**src/rtl/pc_ctrl_pkg.sv**
```systemverilog
// Shared types for the PC redirect controller: FSM states, redirect priorities, flush set.
package pc_ctrl_pkg;

  typedef enum logic [1:0] {
    BOOT = 2'd0,
    RUN  = 2'd1,
    HOLD = 2'd2
  } state_e;

  localparam int unsigned PRIW = 2;

  localparam logic [PRIW-1:0] PRI_TRAP = 2'd0;
  localparam logic [PRIW-1:0] PRI_BR   = 2'd1;
  localparam logic [PRIW-1:0] PRI_JMP  = 2'd2;
  localparam logic [PRIW-1:0] PRI_NONE = 2'd3;

  typedef struct packed {
    logic if_f;
    logic id_f;
    logic ex_f;
  } flush_t;

  // Older stages hold wrong-path work only for the more senior redirect sources.
  function automatic flush_t flush_of(input logic [PRIW-1:0] pri);
    flush_t f;
    f.if_f = (pri != PRI_NONE);
    f.id_f = (pri == PRI_TRAP) || (pri == PRI_BR);
    f.ex_f = (pri == PRI_TRAP);
    return f;
  endfunction

endpackage

```
**src/rtl/pc_redirect_ctrl_redir_arb.sv**
```systemverilog
// Fixed-priority redirect arbiter: trap > EX branch > ID jump.
module redir_arb
  import pc_ctrl_pkg::*;
#(
  parameter int unsigned AWIDTH = 32
) (
  input  logic              trap_valid_i,
  input  logic [AWIDTH-1:0] trap_target_i,
  input  logic              br_valid_i,
  input  logic [AWIDTH-1:0] br_target_i,
  input  logic              jmp_valid_i,
  input  logic [AWIDTH-1:0] jmp_target_i,
  output logic              win_vld_o,
  output logic [PRIW-1:0]   win_pri_o,
  output logic [AWIDTH-1:0] win_tgt_o
);

  always_comb begin
    win_vld_o = 1'b1;
    win_pri_o = PRI_NONE;
    win_tgt_o = '0;
    if (trap_valid_i) begin
      win_pri_o = PRI_TRAP;
      win_tgt_o = trap_target_i;
    end else if (br_valid_i) begin
      win_pri_o = PRI_BR;
      win_tgt_o = br_target_i;
    end else if (jmp_valid_i) begin
      win_pri_o = PRI_JMP;
      win_tgt_o = jmp_target_i;
    end else begin
      win_vld_o = 1'b0;
    end
  end

endmodule

```
**src/rtl/pc_redirect_ctrl.sv**
```systemverilog
// IF-stage PC sequencer: boot hold, redirect arbitration, stall buffering/replay, flushes.
// Optional build macro PC_ALIGN_CHK_EN turns misaligned branch/jump targets into a trap.
module pc_redirect_ctrl
  import pc_ctrl_pkg::*;
#(
  parameter int unsigned AWIDTH      = 32,
  parameter int unsigned BOOT_CYCLES = 2
`ifdef PC_ALIGN_CHK_EN
  , parameter logic [AWIDTH-1:0] TRAP_VEC = AWIDTH'(32'h4000_0100)
`endif
) (
  input  logic              clk,
  input  logic              rst_n,
  input  logic              stall_in,
  input  logic              trap_valid_in,
  input  logic [AWIDTH-1:0] trap_target_in,
  input  logic              br_valid_in,
  input  logic [AWIDTH-1:0] br_target_in,
  input  logic              jmp_valid_in,
  input  logic [AWIDTH-1:0] jmp_target_in,
  output logic              fetch_en_out,
  output logic              pc_sel_out,
  output logic [AWIDTH-1:0] pc_new_out,
  output logic              flush_if_out,
  output logic              flush_id_out,
  output logic              flush_ex_out,
  output logic              pending_out,
  output logic [15:0]       redir_cnt_out
);

  localparam int unsigned BCW = (BOOT_CYCLES > 1) ? $clog2(BOOT_CYCLES) : 1;
  localparam int unsigned CW  = 16;

  state_e            state_q, state_d;
  logic [BCW-1:0]    boot_cnt_q, boot_cnt_d;
  logic              pend_vld_q, pend_vld_d;
  logic [AWIDTH-1:0] pend_tgt_q, pend_tgt_d;
  logic [PRIW-1:0]   pend_pri_q, pend_pri_d;
  logic [CW-1:0]     cnt_q;
  logic              cnt_inc;
  flush_t            flush_c;

  logic              a_vld;
  logic [PRIW-1:0]   a_pri;
  logic [AWIDTH-1:0] a_tgt;
  logic [PRIW-1:0]   w_pri;
  logic [AWIDTH-1:0] w_tgt;

  redir_arb #(.AWIDTH(AWIDTH)) u_arb (
    .trap_valid_i  (trap_valid_in),
    .trap_target_i (trap_target_in),
    .br_valid_i    (br_valid_in),
    .br_target_i   (br_target_in),
    .jmp_valid_i   (jmp_valid_in),
    .jmp_target_i  (jmp_target_in),
    .win_vld_o     (a_vld),
    .win_pri_o     (a_pri),
    .win_tgt_o     (a_tgt)
  );

`ifdef PC_ALIGN_CHK_EN
  // A misaligned branch/jump target is promoted to a trap to the fixed vector.
  always_comb begin
    w_pri = a_pri;
    w_tgt = a_tgt;
    if (a_vld && (a_pri != PRI_TRAP) && (a_tgt[1:0] != 2'b00)) begin
      w_pri = PRI_TRAP;
      w_tgt = TRAP_VEC;
    end
  end
`else
  assign w_pri = a_pri;
  assign w_tgt = a_tgt;
`endif

  // Next-state and combinational control outputs (0-cycle redirect into IF).
  always_comb begin
    state_d      = state_q;
    boot_cnt_d   = boot_cnt_q;
    pend_vld_d   = pend_vld_q;
    pend_tgt_d   = pend_tgt_q;
    pend_pri_d   = pend_pri_q;
    cnt_inc      = 1'b0;
    flush_c      = '0;
    fetch_en_out = 1'b0;
    pc_sel_out   = 1'b0;
    pc_new_out   = '0;
    case (state_q)
      BOOT: begin
        if (boot_cnt_q == BCW'(BOOT_CYCLES - 1)) state_d = RUN;
        else                                     boot_cnt_d = boot_cnt_q + BCW'(1);
      end
      RUN: begin
        fetch_en_out = !stall_in;
        if (a_vld) begin
          flush_c = flush_of(w_pri);
          if (!stall_in) begin
            pc_sel_out = 1'b1;
            pc_new_out = w_tgt;
            cnt_inc    = 1'b1;
          end else begin
            pend_vld_d = 1'b1;
            pend_tgt_d = w_tgt;
            pend_pri_d = w_pri;
            state_d    = HOLD;
          end
        end
      end
      HOLD: begin
        if (stall_in) begin
          if (a_vld && (w_pri <= pend_pri_q)) begin
            flush_c    = flush_of(w_pri);
            pend_tgt_d = w_tgt;
            pend_pri_d = w_pri;
          end
        end else begin
          fetch_en_out = 1'b1;
          pc_sel_out   = 1'b1;
          cnt_inc      = 1'b1;
          pend_vld_d   = 1'b0;
          pend_pri_d   = PRI_NONE;
          state_d      = RUN;
          if (a_vld && (w_pri < pend_pri_q)) begin
            pc_new_out = w_tgt;
            flush_c    = flush_of(w_pri);
          end else begin
            pc_new_out   = pend_tgt_q;
            flush_c.if_f = 1'b1;
          end
        end
      end
      default: state_d = BOOT;
    endcase
  end

  always_ff @(posedge clk or negedge rst_n) begin
    if (!rst_n) begin
      state_q    <= BOOT;
      boot_cnt_q <= '0;
      pend_vld_q <= 1'b0;
      pend_tgt_q <= '0;
      pend_pri_q <= PRI_NONE;
      cnt_q      <= '0;
    end else begin
      state_q    <= state_d;
      boot_cnt_q <= boot_cnt_d;
      pend_vld_q <= pend_vld_d;
      pend_tgt_q <= pend_tgt_d;
      pend_pri_q <= pend_pri_d;
      if (cnt_inc && (cnt_q != '1)) cnt_q <= cnt_q + CW'(1);
    end
  end

  assign flush_if_out  = flush_c.if_f;
  assign flush_id_out  = flush_c.id_f;
  assign flush_ex_out  = flush_c.ex_f;
  assign pending_out   = pend_vld_q;
  assign redir_cnt_out = cnt_q;

endmodule

```
**config.mk**
```make
export PLATFORM = sky130hd
export DESIGN_NAME = pc_redirect_ctrl
export DESIGN_NICKNAME = d
export VERILOG_FILES = /design/src/rtl/pc_ctrl_pkg.sv /design/src/rtl/pc_redirect_ctrl_redir_arb.sv /design/src/rtl/pc_redirect_ctrl.sv
export SDC_FILE = /design/constraint.sdc
export NUM_CORES = 1
export LEC_CHECK = 0
export BUFFER_PORTS_ARGS = -buffer_cell sky130_fd_sc_hd__buf_4
export CAP_MARGIN = 20
export CORE_ASPECT_RATIO = 0.8
export CORE_MARGIN = 5
export CORE_UTILIZATION = 45
export CTS_CLUSTER_DIAMETER = 30
export CTS_CLUSTER_SIZE = 25
export DETAILED_ROUTE_END_ITERATION = 10
export GPL_TIMING_DRIVEN = 0
export PLACE_DENSITY = 0.73
export SLEW_MARGIN = 25
export SYNTH_ARGS = -nofsm -noshare
export SYNTH_HDL_FRONTEND = slang
export SYNTH_HIERARCHICAL = 1
export SYNTH_SLANG_ARGS = --single-unit
```
**constraint.sdc**
```tcl
create_clock -name clk -period 3.4 [get_ports clk]
set_input_delay 0.68 -clock clk [delete_from_list [all_inputs] [get_ports clk]]
set_output_delay 0.68 -clock clk [all_outputs]
set_load 0.01 [all_outputs]
```
* Word level (Yosys, flattened, before mapping) *
Cells that the tools add are included.
W data, S select, Z words.

word-level totals
  bits of input ports = 102
  register bits after elaboration = 54
  word-level logic and storage cells = 78

operators by class
  mux-type cells = 44
  magnitude comparators = 2
  reduce and logical (&&, ||, !) cells = 12
  equality and inequality tests = 12
  add/subtract/negate cells = 2

operators with widths
  operator                 count
  $mux W32                 11
  $pmux W32 S2             2
  $mux W2                  11
  $add A16 B1 Y16 const B  1
  $ne A16 B16 Y1 const B   1
  $ne A2 B2 Y1 const B     7
  $reduce_and A4 Y1        3
  $mux W1                  11
  $mux W3                  3
  $pmux W1 S2              3
  $pmux W2 S3              1
  $pmux W3 S2              1
  $reduce_and A5 Y1        1
  $eq A2 B1 Y1 const B     2
  $logic_not A2 Y1         2
  $pmux W2 S2              1
  $logic_and A1 B1 Y1      3
  $ne A3 B3 Y1 const B     1
  $eq A2 B2 Y1 const B     1
  $le A2 B2 Y1             1
  $lt A2 B2 Y1             1
  $reduce_bool A2 Y1       1
  $add A1 B1 Y1 const B    1
  $logic_not A1 Y1         1
  $logic_or A1 B1 Y1       1

* Logic depth before layout (Yosys ltp) *
Gate-level depths: netlist (run 1).

  depth in word-level cells = 8
  gate-level depth with buffers = 13

* Modules after synthesis *
The synthesis (run 1) kept the hierarchy.

modules (own cells, without submodules)
  module            instances  area each (um2)  sequential area each (um2)  cells each
  pc_redirect_ctrl  1          2,796.4          1,353.8                     244
  redir_arb         1          1,173.6          0.0                         150

* Least setup slack after synthesis (run 1) *
Ideal clock, no wire load.

  path type = in2out
  start = in br_valid_in
  end = out pc_new_out[0]
  data required time = 2.720 ns
  setup slack = 0.187 ns
  cell stages on the path = 10
  arrival = 2.533 ns
  path buffers = 3
  path through = buf_6 -> buf_12 -> nor2_1 -> ha_1 -> nor2b_1 -> nor2_1 -> a21oi_1 -> nor3b_1 -> buf_2 -> a22o_1

between the ends
  word-level cells in the longest chain between the ends = 7
  elaborated cells between the ends (all ways) = 13
  classes of those cells = 1 x order compare; 11 x mux; 1 x reduce/logical

ends and longest elaborated chain
  item                 line                              text
  from (decl)          pc_redirect_ctrl.sv:17            input logic br_valid_in,
  $mux W2              pc_redirect_ctrl_redir_arb.sv:25  end else if (br_valid_i) begin
  $mux W2              pc_redirect_ctrl_redir_arb.sv:22  if (trap_valid_i) begin
  via a_pri[1]         pc_redirect_ctrl.sv:44            logic [PRIW-1:0] a_pri;
  $lt A2 B2 Y1         pc_redirect_ctrl.sv:123           if (a_vld && (w_pri < pend_pri_q)) begin
  $logic_and A1 B1 Y1  pc_redirect_ctrl.sv:123
  $mux W32             pc_redirect_ctrl.sv:123
  $mux W32             pc_redirect_ctrl.sv:110           if (stall_in) begin
  $pmux W32 S2         pc_redirect_ctrl.sv:88            case (state_q)
  to (decl)            pc_redirect_ctrl.sv:23            output logic [AWIDTH-1:0] pc_new_out,

The timed path passes the listed nets, and every way through them passes these cells.

* Worst setup path after layout (run 1) *
  start = in jmp_valid_in
  end = out pc_new_out[25]

between the ends
  word-level cells in the longest chain between the ends = 8
  elaborated cells between the ends (all ways) = 16
  classes of those cells = 1 x order compare; 14 x mux; 1 x reduce/logical

ends and longest elaborated chain
  item                 line                              text
  from (decl)          pc_redirect_ctrl.sv:19            input logic jmp_valid_in,
  $mux W1              pc_redirect_ctrl_redir_arb.sv:28  end else if (jmp_valid_i) begin
  $mux W2              pc_redirect_ctrl_redir_arb.sv:25
  $mux W2              pc_redirect_ctrl_redir_arb.sv:22
  via a_pri[0]         pc_redirect_ctrl.sv:44
  $lt A2 B2 Y1         pc_redirect_ctrl.sv:123
  $logic_and A1 B1 Y1  pc_redirect_ctrl.sv:123
  $mux W32             pc_redirect_ctrl.sv:123
  $mux W32             pc_redirect_ctrl.sv:110
  $pmux W32 S2         pc_redirect_ctrl.sv:88

The timed path passes the listed nets, and every way through them passes these cells.

==> results.ini, run 1 <==
[clocking]
numClockSinks=54
cts-root-buf=clkbuf_8
worstSkewPairLatency_ns=0.31
path_clk_slew_ns=0.10
cts_max_path_buffers=2
cts_max_level=2
cts-buffers-inserted=5
cts_tree=yes
cts_hold_buf=0

[sta]
worstMarginPinSlew_ns=0.717
finalCritPeriodShare=0.969
drv_slew=0
rsz0062_at_grt=true
skew_ns=0.00511
slew_headroom=0.522
fmax_mhz=304
hold_violations=0
fin_crit_ns=3.29
setup_viol=0
fin_setup_tns_ns=0

[yosys]
async_flop_share=1.00
synthAdderAreaFrac=0.0221
synth-edff-count=0
syn_area_mm2=0.00397
synth_top_family_by_area=compound AO/OA/AOI/OAI gates
synth.top_cell.area_share=0.328
synth-simple-area-share=0.197
synth_seq_cells=54
yosysSeqAreaShare=0.341
yosysTopAreaCell=dfrtp_1
syn_avg_cell_area_um2=10.1
ys_top_cells_by_count=57 x a21oi_2, 52 x dfrtp_1, 35 x nor2b_1
synth_compound_area_frac=0.242
synthTopCellsByArea=dfrtp_1 33%, a21oi_2 13%, mux2_2 8.5%
synth_ff_type=dfrtp_1
synth_warnings=6
syn_inst=394
yosysUniqueCellTypes=44
syn_nets=503
synth_most_common_cell=a21oi_2
synth-xor-area-share=0.0265
synth_mux_area_frac=0.101

[worst_setup_path]
path_class=input port to output pin
r2r-start=pend_pri_q[1]$_DFFE_PN1P_
cp_max_fo=10
cp-end-kind=output pin
crit_required_ns=2.72
worstPathArrival_ns=2.61
rrSetupSlack_ns=0.84
r2r_end=pend_tgt_q[17]$_DFFE_PN0P_
startpoint_type=input port
reg2reg_depth=8

[final_layout]
post_route_cells_drive_above_1_share=0.521
final_core_util=0.636
nets=663
insertedDiodeCount=0
synthToLayoutAreaGrowth_pct=37.1

[die]
die_y_um=94.0
rows=30
die_area_mm2=0.0108
floorplan.initialDensity=0.464
io_pins=156
core_area_mm2=0.00856
die_w_um=115

[route]
ant_nets=0
drc=0
vias=3605
firstDrtPassIters=4
viasPerCell=5.40
drtIter0Drc=164
wl_per_cell_um=17.5
routed_wl_um=11600

[global_route]
grt_max_degree=55
antenna_found_initial=0
gr-total-overflow=0
grt_usage=0.217
grt_pass1_wl_um=18900
grt_pass1_vias=3686

[placed_design]
place_hpwl_um=9050
place_congestion=0.857
port_buffers=152

[power_and_ir_drop]
ir_drop_uv=346
power.density_mw_per_mm2=579
power_w=0.00315
cellLeakagePower_nw=2.43

[job]
drv_cap=0

[worst_hold_path]
worstHoldPathType=input port to async pin

[status]
status=finished, final reports clean

cells by family after synthesis:
kind of cell             Yosys count
AO/OA/AOI/OAI                    119
XOR/XNOR                          12
adder cells (fa/ha/maj)            7
buffers and inverters             40
flip-flops                        54
multiplexers                      36
AND/OR/NAND/NOR                  126
through the flow:
stage | instance area, um^2 | std cells | worst slack (ns) | hold slack (ns)
2_1_floorplan | 3970 | 394 | 0.187 | 0.384
3_3_place_gp | 5250 | 658 | -0.380 | 0.455
3_5_place_dp | 5250 | 658 | -0.455 | 0.460
4_1_cts | 5400 | 666 | -0.00126 | 0.443
5_1_grt | 5440 | 667 | -0.0120 | 0.463
6_report | 5440 | 667 | 0.105 | 0.393
cell usage in the layout (no fill, tap or decap), types with 2 or more instances in the layout:
cell type / n
clkbuf_8: 6
and4_1: 2
mux2_2: 30
ha_1: 7
nand3b_1: 32
xor2_1: 4
dfstp_2: 2
inv_1: 9
dlymetal6s2s_1: 2
or3_1: 2
o21a_1: 2
buf_2: 9
mux2_1: 4
nor2_1: 8
mux2i_1: 2
and3_1: 3
and2_1: 2
o21ai_0: 4
nand4_1: 4
a22o_1: 32
dfrtp_1: 52
o221ai_1: 2
o22a_1: 2
nand3_1: 9
buf_4: 159
xnor2_1: 8
buf_6: 7
nor2b_1: 34
clkinvlp_4: 2
nand2_1: 19
a21oi_1: 14
a21oi_2: 58
buf_12: 3
clkbuf_1: 2
worst max-delay path by stage:
stage / start / endpoint / slack (ns)
final: jmp_valid_in / pc_new_out[25] / 0.11
after global routing: jmp_valid_in / pc_new_out[23] / -0.01
after CTS: br_valid_in / pc_new_out[18] / -0.001
after detailed placement: br_valid_in / pc_new_out[18] / -0.46
after global placement: br_valid_in / pc_new_out[25] / -0.38
after floorplan: br_valid_in / pc_new_out[0] / 0.19
power breakdown:
part	internal, W	switching (W)
combinational	0.000872	0.000781
sequential	0.000907	0.000143
clock	0.000220	0.000227
total	0.00200	0.00115
repair_timing:
item | CTS | global route
setup buffers | 1 | 1
endpoints found under the setup margin | 32 | 32
pin swaps | 1 | 1
gates resized for setup | 12 | 8
cell type report:
class	count	area, um^2
plain buffers	29	268
inverters	10	37.5
multi-input cells	300	2370
clock buffers	5	68.8
clock inverters	3	45.0
repair buffers	154	1160
well taps	112	140
fillers	755	3120
flip-flops and latches	54	1350
state kept, by name, indices dropped and copies added, names as in the netlist:
register       count
pend_pri_q         2
pend_tgt_q        32
redir_cnt_out     16
boot_cnt_q         1
pending_out        1
state_q            2
routing by layer:
layer  routed length, um  vias to the layer above  GRT usage
li1                    -                     1744          -
met1                5140                     1754      0.298
met2                5670                       97      0.362
met3                 644                       10     0.0277
met4                 190                        0     0.0577
met5                   0                        -          0
worst max-delay path, cell delays in order:
cell and delay, ns:
buf_4 0.14, buf_2 0.21, a21oi_4 0.19, inv_1 0.09
ha_1 0.19, nor2b_2 0.15, nor2_2 0.07, a21oi_2 0.15
nor3b_2 0.06, buf_4 0.15, buf_4 0.18, a22o_1 0.21
buf_4 0.15
Note: power is estimated with default switching activity, not from simulation.
==> run 2, diff against run 1 <==
--- a/config.mk
+++ b/config.mk
@@ -5,16 +5,18 @@
 export SDC_FILE = /design/constraint.sdc
 export NUM_CORES = 1
 export LEC_CHECK = 0
+export ABC_AREA = 1
+export ABC_CLOCK_PERIOD_IN_PS = 3400
 export BUFFER_PORTS_ARGS = -buffer_cell sky130_fd_sc_hd__buf_4
 export CAP_MARGIN = 20
-export CORE_ASPECT_RATIO = 0.8
+export CORE_ASPECT_RATIO = 1.75
 export CORE_MARGIN = 5
 export CORE_UTILIZATION = 45
 export CTS_CLUSTER_DIAMETER = 30
 export CTS_CLUSTER_SIZE = 25
 export DETAILED_ROUTE_END_ITERATION = 10
 export GPL_TIMING_DRIVEN = 0
-export PLACE_DENSITY = 0.73
+export PLACE_DENSITY = 0.72
 export SLEW_MARGIN = 25
 export SYNTH_ARGS = -nofsm -noshare
 export SYNTH_HDL_FRONTEND = slang
==> run 2 against run 1 <==
Sequential cell count unchanged. Power up 24%. Clock skew about the same. Critical path depth down 2.
==> results.ini, run 2 <==
[worst_setup_path]
r2r-start=state_q[0]$_DFFE_PN0P_
startpoint_type=input port
crit_required_ns=2.72  ; about the same
rrSetupSlack_ns=1.52  ; +0.68 ns
cp_max_fo=10  ; unchanged
worstPathArrival_ns=2.65  ; +0.04 ns
path_class=input port to output pin
startpoint=trap_valid_in
cp-end-kind=output pin

[route]
viasPerCell=5.28  ; -2.3%
drtIter0Drc=251  ; +53%
vias=4677  ; +30%
drc=0  ; unchanged
wl_per_cell_um=16.5  ; -5.7%
routed_wl_um=14600  ; +25%
ant_nets=0  ; unchanged
firstDrtPassIters=5  ; +1

[global_route]
grt_pass1_wl_um=23300  ; +24%
grt_use_met3=0.0482  ; +0.0205
grt_pass1_vias=4639  ; +26%
grt_usage=0.247  ; +0.0293
use_met2=0.460  ; +0.0978
use_met1=0.267  ; -0.0310
grt_max_degree=55  ; unchanged
gr-total-overflow=0  ; unchanged
grt_busiest_layer=met2
antenna_found_initial=0  ; unchanged

[worst_hold_path]
worstHoldPathType=input port to async pin

[sta]
finalCritPeriodShare=0.978  ; +0.00924
fin_hold_ws_ns=0.435  ; +0.0422 ns
drv_slew=0  ; unchanged
worst_slack_ns=0.0737  ; -0.0314 ns
worstMarginPinSlew_ns=0.732  ; +0.0155 ns
fmax_mhz=301  ; -0.94%
hold_violations=0  ; unchanged
setup_viol=0  ; unchanged
fin_crit_ns=3.33  ; +0.0314 ns
skew_ns=0.00551  ; +0.000397 ns
slew_headroom=0.512  ; -0.0103

[final_layout]
nets=872  ; +32%
layout_common_cells=162 x buf_4, 161 x nand2_1, 101 x a21oi_1
synthToLayoutAreaGrowth_pct=35.2
insertedDiodeCount=0  ; unchanged
multi_input_area_mm2=0.00238  ; +0.32%
n_fill_cell=896  ; +19%
post_route_cells_drive_above_1_share=0.361  ; -0.159
largest_register_ffs=32  ; unchanged
final_cell_area_mm2=0.00580  ; +6.5%
final_common_cell=buf_4
top_register=pend_tgt_q
regArea_mm2=0.00135  ; unchanged

[power_and_ir_drop]
power.density_mw_per_mm2=673  ; +16%
cellLeakagePower_nw=2.82  ; +16%
power_w=0.00390  ; +24%
ir_drop_uv=436  ; +26%

[yosys]
synth_warnings=6  ; unchanged
synth_most_common_cell=nand2_1
yosysTopAreaCell=dfrtp_1
yosysUniqueCellTypes=35  ; -20%
synth.top_cell.area_share=0.303  ; -0.0243
synth_seq_cells=54  ; unchanged
async_flop_share=1.00  ; unchanged
synth-edff-count=0  ; unchanged
yosysSeqAreaShare=0.316  ; -0.0253
ys_top_cells_by_count=161 x nand2_1, 102 x a21oi_1, 54 x inv_1
synth_ff_type=dfrtp_1
syn_nets=710  ; +41%
syn_inst=601  ; +53%
synthTopCellsByArea=dfrtp_1 30%, nand2_1 14%, a21oi_1 12%
syn_avg_cell_area_um2=7.13  ; -29%
syn_area_mm2=0.00429  ; +8.0%

[clocking]
numClockSinks=54  ; unchanged
cts_hold_buf=0  ; unchanged
cts_max_path_buffers=2  ; unchanged
path_clk_slew_ns=0.07  ; -0.03 ns
worstSkewPairLatency_ns=0.30  ; about the same
cts-buffers-inserted=5  ; unchanged
cts_max_level=2  ; unchanged
cts_tree=yes
cts-root-buf=clkbuf_16

[die]
die_w_um=83.8  ; -27%
core_area_mm2=0.00941  ; +9.9%
io_pins=156  ; unchanged
floorplan.initialDensity=0.456  ; -0.00817
die_area_mm2=0.0117  ; +7.8%
rows=47  ; +57%
die_y_um=139  ; +48%

[placed_design]
place_hpwl_um=11100  ; +22%
place_ws_ns=-0.106  ; +0.349 ns
place_congestion=0.884  ; +3.2%
dpl_cell_area_mm2=0.00558  ; +6.3%
port_buffers=152  ; unchanged

[status]
status=finished, final reports clean

[job]
drv_cap=0  ; unchanged

[run 2: changes by cell type after synthesis, moves of 33 or more]
cell and delta:
nor2b_1 -35, a21oi_1 +86, nand2_1 +142, o21ai_2 +33, inv_1 +45, nor2_1 +39
a21oi_2 -56
[run 2: worst paths after layout]
kind,endpoint,cells past startpoint
max in group asynchronous,pend_tgt_q[30]$_DFFE_PN0P_,1
worst max-delay path,pc_new_out[31],11
min in group clk,pend_pri_q[0]$_DFFE_PN1P_,2
worst max register to register,redir_cnt_out[12]$_DFFE_PN0P_,9
worst min register to register,pend_pri_q[0]$_DFFE_PN1P_,2
worst min-delay path,redir_cnt_out[13]$_DFFE_PN0P_,1
[run 2: report_power, final]
group / total [W] / switching, W / internal, W
combinational: 0.00225 / 0.00137 / 0.000888
clock: 0.000595 / 0.000246 / 0.000349
sequential: 0.00105 / 0.000154 / 0.000900
total: 0.00390 / 0.00177 / 0.00214
[run 2: cell type report]
type	instances	area share
Clock inverter	2	0.00648
Buffer	35	0.0585
Inverter	61	0.0417
Sequential cell	54	0.234
Timing Repair Buffer	155	0.201
Clock buffer	6	0.0222
Tap cell	122	0.0263
Multi-Input combinational cell	451	0.411
[run 2: what timing repair did]
action | CTS | global route
setup buffers | 0 | 3
setup endpoints to repair | 20 | 22
gates resized for setup | 1 | 6
[run 2: through the flow]
stage	cells	TNS (ns)	utilization
after floorplan	601	0	-
after global placement	875	-1.31	0.593
after detailed placement	875	-1.39	0.593
after CTS	883	-0.224	0.611
after global routing	886	-0.0369	0.616
final	886	0	0.616
[run 2: logic make-up (layout without fill, tap and decap cells)]
kind of cell,after synthesis,in the layout,share of synthesized area
AO/OA/AOI/OAI,146,146,0.203
XOR/XNOR,11,11,0.0225
adder cells (fa/ha/maj),7,7,0.0204
AND/OR/NAND/NOR,287,287,0.304
buffers and inverters,96,259,0.134
flip-flops,54,54,0.316
[run 2: routing by layer]
metal,wire [um],vias to the layer above
met1,5340,2169
met4,558,0
met5,0,-
met2,7760,216
met3,932,36
li1,-,2256
[run 2: worst max-delay path: stages]
cell and delay, ns:
buf_6 0.11, buf_2 0.30, nor2_2 0.10, ha_1 0.30, nand2_1 0.12, nand2_4 0.11
o21ai_4 0.24, buf_6 0.19, nand2_1 0.07, a21oi_1 0.23, buf_4 0.17
==> run 3, diff against run 2 <==
--- a/config.mk
+++ b/config.mk
@@ -5,7 +5,6 @@
 export SDC_FILE = /design/constraint.sdc
 export NUM_CORES = 1
 export LEC_CHECK = 0
-export ABC_AREA = 1
 export ABC_CLOCK_PERIOD_IN_PS = 3400
 export BUFFER_PORTS_ARGS = -buffer_cell sky130_fd_sc_hd__buf_4
 export CAP_MARGIN = 20
@@ -16,7 +15,7 @@
 export CTS_CLUSTER_SIZE = 25
 export DETAILED_ROUTE_END_ITERATION = 10
 export GPL_TIMING_DRIVEN = 0
-export PLACE_DENSITY = 0.72
+export PLACE_DENSITY = 0.73
 export SLEW_MARGIN = 25
 export SYNTH_ARGS = -nofsm -noshare
 export SYNTH_HDL_FRONTEND = slang
==> run 3 against run 2 <==
Sequential share of layout area is 1.3 points higher. Sequential power hardly changed. Non-clock buffer count shrank 7. Power down 15%. Setup slack hardly changed. Worst hold slack lost 0.014 ns. Utilization is 1.7 points higher. Routed wire length fell by 15%. Register-to-register slack worse by 0.63 ns. Highest routed layer unchanged. First-iteration DRC count shrank 54%. Clock power fell by 1%. Via count is 22% lower.
==> results.ini, run 3 (same netlist as run 1, synthesis figures left out) <==
[status]
status=finished, final reports clean

[route]
viasPerCell=5.46  ; +3.5%
firstDrtPassIters=5  ; unchanged
vias=3671  ; -22%
drtIter0Drc=116  ; -54%
routed_wl_um=12400  ; -15%
ant_nets=0  ; unchanged
wl_per_cell_um=18.5  ; +13%
drc=0  ; unchanged

[die]
core_area_mm2=0.00867  ; -7.8%
rows=45  ; -4.3%
floorplan.initialDensity=0.458  ; +0.00215
io_pins=156  ; unchanged
die_w_um=81  ; -3.3%
die_y_um=134  ; -3.5%
die_area_mm2=0.0109  ; -6.7%

[power_and_ir_drop]
net-switching-power_w=0.00118  ; -33%
power_frac_seq=0.321  ; +0.051
swShare=0.356  ; -0.0962
power_w=0.00330  ; -15%
cellLeakagePower_nw=2.46  ; -13%
ir_drop_uv=677  ; +55%
combPwrFrac=0.501  ; -0.077
internal-power_w=0.00213  ; -0.49%
power.density_mw_per_mm2=602  ; -11%
pwr-share-clk=0.178  ; +0.026

[clocking]
cts_tree=yes
cts-buffers-inserted=5  ; unchanged
numClockSinks=54  ; unchanged
cts_max_path_buffers=2  ; unchanged
cts_max_level=2  ; unchanged
worstSkewPairLatency_ns=0.30  ; about the same
cts-root-buf=clkbuf_16
path_clk_slew_ns=0.07  ; about the same

[worst_setup_path]
rrSetupSlack_ns=0.89  ; -0.63 ns
slowest_delay_ns=0.20  ; -0.10 ns
path_buf_inv=6  ; +2
reg2reg_depth=8  ; -1
cp_common_cell=buf_4
crit_slowest_cell=buf_2
cp-end-kind=output pin
crit_end=pc_new_out[19]
cp_top_family=buffers and inverters
path_class=input port to output pin
worstPathArrival_ns=2.65  ; about the same
r2r-start=pend_pri_q[1]$_DFFE_PN1P_
r2r_end=pend_tgt_q[10]$_DFFE_PN0P_
startpoint=jmp_valid_in
startpoint_type=input port
cp.depth=13  ; +2
crit_required_ns=2.72  ; about the same
path_cells=buf_4 > buf_2 > a21oi_2 > inv_1 > ha_1 > nor2b_1 > nor2_1 > a21oi_1 > nor3b_2 > buf_4 > buf_4 > a22o_1 > buf_4
cp_max_fo=10  ; unchanged

[sta]
worst_slack_ns=0.0742  ; +0.000441 ns
skew_ns=0.00374  ; -0.00177 ns
setup_viol=0  ; unchanged
drv_slew=0  ; unchanged
fin_hold_ws_ns=0.421  ; -0.0144 ns
fmax_mhz=301  ; about the same
rsz0062_at_grt=false
finalCritPeriodShare=0.978  ; about the same
fin_crit_ns=3.33  ; -0.000441 ns
slew_headroom=0.539  ; +0.0270
worstMarginPinSlew_ns=0.692  ; -0.0405 ns
hold_violations=0  ; unchanged

[job]
drv_cap=0  ; unchanged

[global_route]
antenna_found_initial=0  ; unchanged
grt_pass1_vias=3891  ; -16%
grt_pass1_wl_um=19300  ; -17%
grt_usage=0.229  ; -0.0178
grt_max_degree=55  ; unchanged
gr-total-overflow=0  ; unchanged

[final_layout]
layout_common_cells=159 x buf_4, 58 x a21oi_2, 52 x dfrtp_1
top_register=pend_tgt_q
largest_register_ffs=32  ; unchanged
insertedDiodeCount=0  ; unchanged
final_common_cell=buf_4
nets=663  ; -24%
synthToLayoutAreaGrowth_pct=38.2
post_route_cells_drive_above_1_share=0.515  ; +0.154

[worst_hold_path]
worstHoldPathType=input port to async pin

[placed_design]
place_hpwl_um=9680  ; -13%
place_congestion=0.854  ; -3.4%
port_buffers=152  ; unchanged
place_ws_ns=-0.432  ; -0.326 ns

run 3: stage by stage:
stage          area [um^2]   util  setup TNS [ns]  cells
2_1_floorplan         3970      -               0    394
3_3_place_gp          5260  0.606           -9.54    663
3_5_place_dp          5260  0.606          -10.82    663
4_1_cts               5470  0.630               0    671
5_1_grt               5490  0.633               0    672
6_report              5490  0.633               0    672
run 3: how the worst min path moves through the flow:
stage | cells past startpoint | slack (ns) | end
after detailed placement | 1 | 0.46 | boot_cnt_q$_DFFE_PN0P_
after global placement | 1 | 0.45 | boot_cnt_q$_DFFE_PN0P_
after floorplan | 0 | 0.38 | boot_cnt_q$_DFFE_PN0P_
final | 1 | 0.42 | state_q[1]$_DFFE_PN0P_
after CTS | 1 | 0.45 | state_q[1]$_DFFE_PN0P_
after global routing | 1 | 0.49 | state_q[1]$_DFFE_PN0P_
run 3: area by class of cell:
cell class,count,area [um^2]
Fill cell,793,3180
Multi-Input combinational cell,300,2360
Sequential cell,54,1350
Timing Repair Buffer,154,1160
Buffer,29,268
Tap cell,117,146
Clock buffer,5,125
Clock inverter,3,45.0
Inverter,10,37.5
run 3: timing repair:
action                     CTS  global route
buffers inserted             1             1
resized for setup           12             4
setup endpoints to repair   32            31
pin swaps                    1             2
cloned                       0             0
hold buffers                 0             0
run 3: worst reg2reg max path, cell delays in order (launching register included):
cell,delay [ns]
dfstp_2,0.52
inv_1,0.05
ha_1,0.30
nor2b_1,0.14
o21ai_0,0.21
nand2_1,0.14
a21oi_2,0.32
buf_2,0.34
mux2_2,0.38
run 3: per-layer routing:
metal | share of wire | track usage | routed length, um | up-vias
li1 | - | - | - | 1739
met1 | 0.36 | 0.249 | 4490 | 1783
met2 | 0.55 | 0.427 | 6820 | 125
met3 | 0.058 | 0.0390 | 725 | 24
met4 | 0.033 | 0.0855 | 414 | 0
met5 | 0 | 0 | 0 | -
run 3: power groups by stage:
stage	sequential (W)	combinational [W]	clock, W
CTS	0.00106	0.00166	0.000603
global route	0.00109	0.00180	0.000625
finish	0.00106	0.00165	0.000589
global placement	0.00105	0.00158	0
floorplan	0.00104	0.00108	0
detailed placement	0.00107	0.00163	0
